File: src/rtl/pim_conv_sequencer_if.sv
// Handshake bundle between the activation buffer, the sequencer and one crossbar.
// The master modport is the sequencer side; slave is its environment.
interface pim_conv_sequencer_if #(
    parameter int CROSS_SIZE = 64,
    parameter int DEPTH      = 6,
    parameter int ADC_P      = 8,
    parameter int IN_BITS    = 8
);
    localparam int ACC_W = ADC_P + IN_BITS;

    logic                  cmd_valid;
    logic                  cmd_ready;
    logic [DEPTH-1:0]      cmd_addr;

    logic                  plane_valid;
    logic                  plane_ready;
    logic [CROSS_SIZE-1:0] plane_data;

    logic                  pim_en;
    logic [CROSS_SIZE-1:0] pim_input;
    logic [DEPTH-1:0]      pim_address;
    logic [ADC_P-1:0]      pim_output;

    logic                  res_valid;
    logic                  res_ready;
    logic [ACC_W-1:0]      res_data;
    logic [DEPTH-1:0]      res_addr;

    modport master (
        input  cmd_valid,
        input  cmd_addr,
        output cmd_ready,
        input  plane_valid,
        input  plane_data,
        output plane_ready,
        output pim_en,
        output pim_input,
        output pim_address,
        input  pim_output,
        output res_valid,
        input  res_ready,
        output res_data,
        output res_addr
    );

    modport slave (
        output cmd_valid,
        output cmd_addr,
        input  cmd_ready,
        output plane_valid,
        output plane_data,
        input  plane_ready,
        input  pim_en,
        input  pim_input,
        input  pim_address,
        output pim_output,
        input  res_valid,
        output res_ready,
        input  res_data,
        input  res_addr
    );
endinterface

File: src/rtl/pim_conv_sequencer.sv
// Bit-serial conv sequencer: one crossbar access per activation bit-plane,
// ADC results shift-accumulated into a full-precision dot product.
module pim_conv_sequencer #(
    parameter int CROSS_SIZE = 64,
    parameter int DEPTH      = 6,
    parameter int ADC_P      = 8,
    parameter int IN_BITS    = 8,
    parameter int PIM_LAT    = 1
) (
    input  logic                  clk,
    input  logic                  rst,
    pim_conv_sequencer_if.master  bus
);
    localparam int ACC_W = ADC_P + IN_BITS;
    localparam int CNT_W = (IN_BITS > 1) ? $clog2(IN_BITS) : 1;
    localparam int WT_W  = $clog2(PIM_LAT + 1);

    typedef enum logic [1:0] {
        IDLE,
        ISSUE,
        WAIT,
        DONE
    } state_e;

    state_e                state_q;
    logic [ACC_W-1:0]      acc_q;
    logic [ACC_W-1:0]      acc_d;
    logic [CNT_W-1:0]      bit_cnt_q;
    logic [WT_W-1:0]       wait_cnt_q;
    logic                  last_plane;

    logic                  pim_en_q;
    logic [CROSS_SIZE-1:0] pim_input_q;
    logic [DEPTH-1:0]      pim_address_q;
    logic                  res_valid_q;
    logic [ACC_W-1:0]      res_data_q;
    logic [DEPTH-1:0]      res_addr_q;

    // ACC_W is wide enough that the shifted partial sum never wraps.
    assign acc_d = acc_q + (ACC_W'(bus.pim_output) << bit_cnt_q);
    assign last_plane = (bit_cnt_q == CNT_W'(IN_BITS - 1));

    always_ff @(posedge clk or negedge rst) begin
        if (!rst) begin
            state_q       <= IDLE;
            acc_q         <= '0;
            bit_cnt_q     <= '0;
            wait_cnt_q    <= '0;
            pim_en_q      <= 1'b0;
            pim_input_q   <= '0;
            pim_address_q <= '0;
            res_valid_q   <= 1'b0;
            res_data_q    <= '0;
            res_addr_q    <= '0;
        end else begin
            pim_en_q <= 1'b0;
            unique case (state_q)
                IDLE: begin
                    if (bus.cmd_valid) begin
                        pim_address_q <= bus.cmd_addr;
                        res_addr_q    <= bus.cmd_addr;
                        acc_q         <= '0;
                        bit_cnt_q     <= '0;
                        state_q       <= ISSUE;
                    end
                end
                ISSUE: begin
                    if (bus.plane_valid) begin
                        pim_input_q <= bus.plane_data;
                        pim_en_q    <= 1'b1;
                        wait_cnt_q  <= WT_W'(PIM_LAT);
                        state_q     <= WAIT;
                    end
                end
                WAIT: begin
                    // The ADC sample edge closes the cycle in which the count is zero.
                    if (wait_cnt_q != '0) begin
                        wait_cnt_q <= wait_cnt_q - WT_W'(1);
                    end else begin
                        acc_q <= acc_d;
                        if (last_plane) begin
                            res_valid_q <= 1'b1;
                            res_data_q  <= acc_d;
                            state_q     <= DONE;
                        end else begin
                            bit_cnt_q <= bit_cnt_q + CNT_W'(1);
                            state_q   <= ISSUE;
                        end
                    end
                end
                DONE: begin
                    if (bus.res_ready) begin
                        res_valid_q <= 1'b0;
                        state_q     <= IDLE;
                    end
                end
                default: state_q <= IDLE;
            endcase
        end
    end

    assign bus.cmd_ready   = (state_q == IDLE);
    assign bus.plane_ready = (state_q == ISSUE);
    assign bus.pim_en      = pim_en_q;
    assign bus.pim_input   = pim_input_q;
    assign bus.pim_address = pim_address_q;
    assign bus.res_valid   = res_valid_q;
    assign bus.res_data    = res_data_q;
    assign bus.res_addr    = res_addr_q;
endmodule

File: src/flat_wrapper.sv
// flat-port wrapper written by rule: the top's interface ports become plain ports
module pim_conv_sequencer_flat 
#(
    parameter int CROSS_SIZE = 64,
    parameter int DEPTH      = 6,
    parameter int ADC_P      = 8,
    parameter int IN_BITS    = 8,
    parameter int PIM_LAT    = 1
)
  (clk, rst, bus_cmd_valid, bus_cmd_addr, bus_cmd_ready, bus_plane_valid, bus_plane_data, bus_plane_ready, bus_pim_en, bus_pim_input, bus_pim_address, bus_pim_output, bus_res_valid, bus_res_ready, bus_res_data, bus_res_addr);
  pim_conv_sequencer_if #(.CROSS_SIZE(CROSS_SIZE), .DEPTH(DEPTH), .ADC_P(ADC_P), .IN_BITS(IN_BITS)) bus_i ();
  input  logic clk;
  input  logic rst;
  input wire logic [$bits(bus_i.cmd_valid)-1:0] bus_cmd_valid;
  input wire logic [$bits(bus_i.cmd_addr)-1:0] bus_cmd_addr;
  output wire logic [$bits(bus_i.cmd_ready)-1:0] bus_cmd_ready;
  input wire logic [$bits(bus_i.plane_valid)-1:0] bus_plane_valid;
  input wire logic [$bits(bus_i.plane_data)-1:0] bus_plane_data;
  output wire logic [$bits(bus_i.plane_ready)-1:0] bus_plane_ready;
  output wire logic [$bits(bus_i.pim_en)-1:0] bus_pim_en;
  output wire logic [$bits(bus_i.pim_input)-1:0] bus_pim_input;
  output wire logic [$bits(bus_i.pim_address)-1:0] bus_pim_address;
  input wire logic [$bits(bus_i.pim_output)-1:0] bus_pim_output;
  output wire logic [$bits(bus_i.res_valid)-1:0] bus_res_valid;
  input wire logic [$bits(bus_i.res_ready)-1:0] bus_res_ready;
  output wire logic [$bits(bus_i.res_data)-1:0] bus_res_data;
  output wire logic [$bits(bus_i.res_addr)-1:0] bus_res_addr;
  assign bus_i.cmd_valid = bus_cmd_valid;
  assign bus_i.cmd_addr = bus_cmd_addr;
  assign bus_cmd_ready = bus_i.cmd_ready;
  assign bus_i.plane_valid = bus_plane_valid;
  assign bus_i.plane_data = bus_plane_data;
  assign bus_plane_ready = bus_i.plane_ready;
  assign bus_pim_en = bus_i.pim_en;
  assign bus_pim_input = bus_i.pim_input;
  assign bus_pim_address = bus_i.pim_address;
  assign bus_i.pim_output = bus_pim_output;
  assign bus_res_valid = bus_i.res_valid;
  assign bus_i.res_ready = bus_res_ready;
  assign bus_res_data = bus_i.res_data;
  assign bus_res_addr = bus_i.res_addr;
  pim_conv_sequencer #(.CROSS_SIZE(CROSS_SIZE), .DEPTH(DEPTH), .ADC_P(ADC_P), .IN_BITS(IN_BITS), .PIM_LAT(PIM_LAT)) u_core (.clk(clk), .rst(rst), .bus(bus_i));
endmodule
File: config.mk
export PLATFORM = sky130hd
export DESIGN_NAME = pim_conv_sequencer_flat
export DESIGN_NICKNAME = d
export VERILOG_FILES = /design/src/rtl/pim_conv_sequencer_if.sv /design/src/rtl/pim_conv_sequencer.sv /design/src/flat_wrapper.sv
export SDC_FILE = /design/constraint.sdc
export NUM_CORES = 1
export LEC_CHECK = 0
export CORE_MARGIN = 3
export CORE_UTILIZATION = 41
export CTS_CLUSTER_DIAMETER = 200
export CTS_CLUSTER_SIZE = 30
export DETAILED_ROUTE_END_ITERATION = 10
export GPL_ROUTABILITY_DRIVEN = 0
export GPL_TIMING_DRIVEN = 1
export MAX_ROUTING_LAYER = met4
export PLACE_DENSITY = 0.85
export SLEW_MARGIN = 5
export SYNTH_ARGS = -nofsm -noshare
export SYNTH_HDL_FRONTEND = slang
export SYNTH_SLANG_ARGS = --single-unit
export TNS_END_PERCENT = 100
File: constraint.sdc
create_clock -name clk -period 3.2 [get_ports clk]
set_input_delay 0.48 -clock clk [delete_from_list [all_inputs] [get_ports clk]]
set_output_delay 0.48 -clock clk [all_outputs]
set_load 0.02 [all_outputs]
==> metrics.cfg <==
[pwr]
p_per_area_nw_per_um2 = 898.3
vdd_drop_max_mv = 0.5411
power.leakage_nw = 3.553

[worst_setup_path]
crit_end = u_core.bus.res_data[12]
crit_top_cell = mux2_2
ff2ff_setup_slack_ns = 0.19
slowest_delay_ns = 0.50
crit_buf_inv = 0
r2r_end = u_core.bus.res_data[12]
r2r.worst_path.cells = 10
crit_type = reg -> reg
critPathSlowestCell = dfrtp_2
critical_path.cell_chain = mux2_2 > o21ai_0 > o22ai_1 > ha_1 > a211o_1 > a31oi_2 > nor2_2 > a221oi_2 > mux2_2 > o21ai_1
crit_family = compound AO/OA/AOI/OAI gates
crit_path_start_kind = register
worstPathRequired_ns = 3.46
cp.depth = 10
cp_max_fo = 10
critPathArrivalTime_ns = 3.27
worstSetupEndpointType = register
rr_startpoint = u_core.bit_cnt_q[0]
startpoint = u_core.bit_cnt_q[0]

[timing]
period_share_pct = 94.12
skew_ns = 0.006287
setup_viol = 0
period_minus_slack_ns = 3.012
finalWorstSetupSlack_ns = 0.1881
slew_headroom_pct = 41.73
slew_viol_final = 0
tightest_slew_ns = 0.8719
fmax_mhz = 332.0
hold_violations = 0
grt_setup_unrepaired = false

[grt]
grt_pass1_wl_um = 23770
grt_max_degree = 66
grt_pass1_vias = 4839
grt_antenna_before_repair = 0
track_usage_pct = 21.51
overflow = 0

[floorplanning]
core_area_sq_um = 12260
start_util_pct = 42.77
die_h_um = 119.1
rows = 40
die_x_um = 119.1
die_area_sq_um = 14180
io_pins = 179

[clock_network]
root_buffer = clkbuf_16
cts.sinks = 110
cts_buffers = 9
post_cts_buffers = 0
tritoncts = built
clkTransAtPathRegs_ns = 0.07
clock_latency_ns = 0.35
cts_buffer_depth = 2
htreeDepth = 3

[finish]
diodes = 0
drive_gt1_share_pct = 8.016
final_nets = 833
stdcell_area_sq_um = 7488
syn2layout_area_growth_pct = 42.81

[place]
hpwl_um = 10530
placed_area_sq_um = 7171
numPortBuffers = 178
dp_slack_ns = -0.07099

[synth]
synth.net_count = 665
yosysSeqAreaShare_pct = 52.49
synthAdderAreaFrac_pct = 4.438
ys_seq_elements = 110
synthSimpleGateAreaFrac_pct = 20.73
synth.mux.area_fraction_pct = 5.583
synth.cell_area_sq_um = 5244
syn_avg_cell_area_sq_um = 9.297
synth_cells = 564
synth_compound_area_share_pct = 11.10
ys_types = 50
synth_xor_area_share_pct = 2.171
synth_top_family_by_area = simple AND/OR/NAND/NOR gates
ys_async_sr_fraction_pct = 100.0
synth_edf_count = 0
yosys_warnings = 0
yosysTopAreaCell = dfrtp_1
yosys_most_used_dff = dfrtp_1
synthTopCellsByArea = dfrtp_1 52%, nand2_1 17%, ha_1 4.1%
synth_top_area_share_pct = 52.49

[worst_hold_path]
min_path_type = in -> async

[route]
wl_per_cell_um = 15.59
drt_first_iter_violations = 273
vias_per_cell = 5.066
drt-pass1-iter-count = 5
vias = 4580
wirelength_um = 14090
route.detailed.drc = 0
postRouteAntennaNets = 0

[status]
status = complete, no violations

[job]
cap_violations = 0

-- where the power goes --
part | switching [mW] | internal, mW
Combinational | 1.83 | 1.46
Clock | 0.486 | 0.705
Sequential | 0.349 | 1.89
Total | 2.67 | 4.06
-- cell usage in the layout (no fill, tap or decap), drive strengths merged, types with 2 or more instances in the layout --
cell type / synthesis / routed
a22o: 8 / 8
a211oi: 2 / 2
nand3: 2 / 2
a21o: 7 / 7
xor2: 5 / 5
xnor2: 8 / 8
mux2: 18 / 18
nor2: 14 / 14
nand2: 238 / 238
bufinv: 0 / 2
dfrtp: 110 / 110
a21oi: 15 / 15
and2: 3 / 3
clkbuf: 13 / 12
o21ai: 31 / 31
o31ai: 3 / 3
ha: 17 / 17
mux2i: 9 / 9
clkdlybuf4s50: 0 / 177
nand2b: 8 / 8
nor2b: 3 / 3
nand4: 2 / 2
a31oi: 3 / 3
nor3: 3 / 3
buf: 20 / 13
o22ai: 4 / 4
inv: 4 / 4
-- stage by stage --
step,setup TNS [ns],hold WS [ns],cells,total power [mW],utilization (%)
finish,0,0.1552,904,6.727,61.07
global route,0,0.1959,904,7.168,61.07
CTS,0,0.1836,904,6.777,61.05
detailed placement,-0.2065,0.4616,889,5.552,58.48
global placement,0,0.4565,889,5.406,58.48
floorplan,0,0.1844,564,4.056,-
-- logic make-up (layout without fill, tap and decap cells) --
| kind of cell | after synthesis | in the layout |
|---|---|---|
| and+or+nand+nor | 274 | 274 |
| DFF | 110 | 110 |
| AOI/OAI and AO/OA | 85 | 85 |
| buffers and inverters | 37 | 209 |
| muxes | 27 | 27 |
| adders and majority gates | 18 | 18 |
| xor gates and xnor gates | 13 | 13 |
-- worst min-delay path by stage --
stage	to	slack (ns)	cells after the start
2_1_floorplan	u_core.acc_q[0]	0.18	0
3_3_place_gp	u_core.bus.pim_input[26]	0.46	2
3_5_place_dp	u_core.bus.pim_input[30]	0.46	2
4_1_cts	u_core.bus.res_data[0]	0.18	1
5_1_grt	u_core.bus.res_data[0]	0.20	1
6_report	u_core.bus.res_data[0]	0.16	1
-- timing repair --
action	4_1_cts	5_1_grt
endpoints found under the setup margin	0	5
hold buffers	0	0
resized for setup	0	2
-- synth_stat cells (2+ instances only) --
cell,instances
a21o_1,7
a211oi_1,2
o21ai_1,9
xnor2_1,8
clkbuf_2,2
buf_2,12
dfrtp_1,110
ha_1,17
nand4_1,2
a21oi_1,14
inv_1,4
clkbuf_1,11
o21ai_0,21
mux2_2,18
nand2b_1,8
and2_1,3
o22ai_1,4
nor2_1,12
o31ai_1,2
nand3_1,2
nor3_1,2
nand2_1,238
a22o_1,7
nor2b_1,3
a31oi_1,2
mux2i_1,9
buf_4,7
xor2_1,5
nor2_2,2
-- final cells by class --
cell class / instances / area (sq um)
clock buffers: 12 / 246.5
clock inverters: 3 / 68.82
fillers: 987 / 4773
inverters: 4 / 15.01
multi-input cells: 417 / 2311
flip-flops and latches: 110 / 2755
well taps: 168 / 210.2
repair buffers: 190 / 1882
-- registers in the layout (all words and copies together), names as in the netlist --
signal,flops
u_core.acc_q,16
u_core.bus.res_valid,1
u_core.bit_cnt_q,3
u_core.bus.pim_input,64
u_core.state_q,2
u_core.bus.pim_address,6
u_core.wait_cnt_q,1
u_core.bus.pim_en,1
u_core.bus.res_data,16
-- routing by layer --
layer / GRT usage (%) / wire length [um] / up-vias / part of all wire (%)
met2: 35.29 / 7069 / 183 / 50
met5: - / 0 / - / 0
met3: 7.360 / 1223 / 26 / 8.7
li1: - / - / 2190 / -
met1: 24.16 / 5488 / 2181 / 39
met4: 8.617 / 312 / 0 / 2.2
Note: power is estimated with default switching activity, not from simulation.
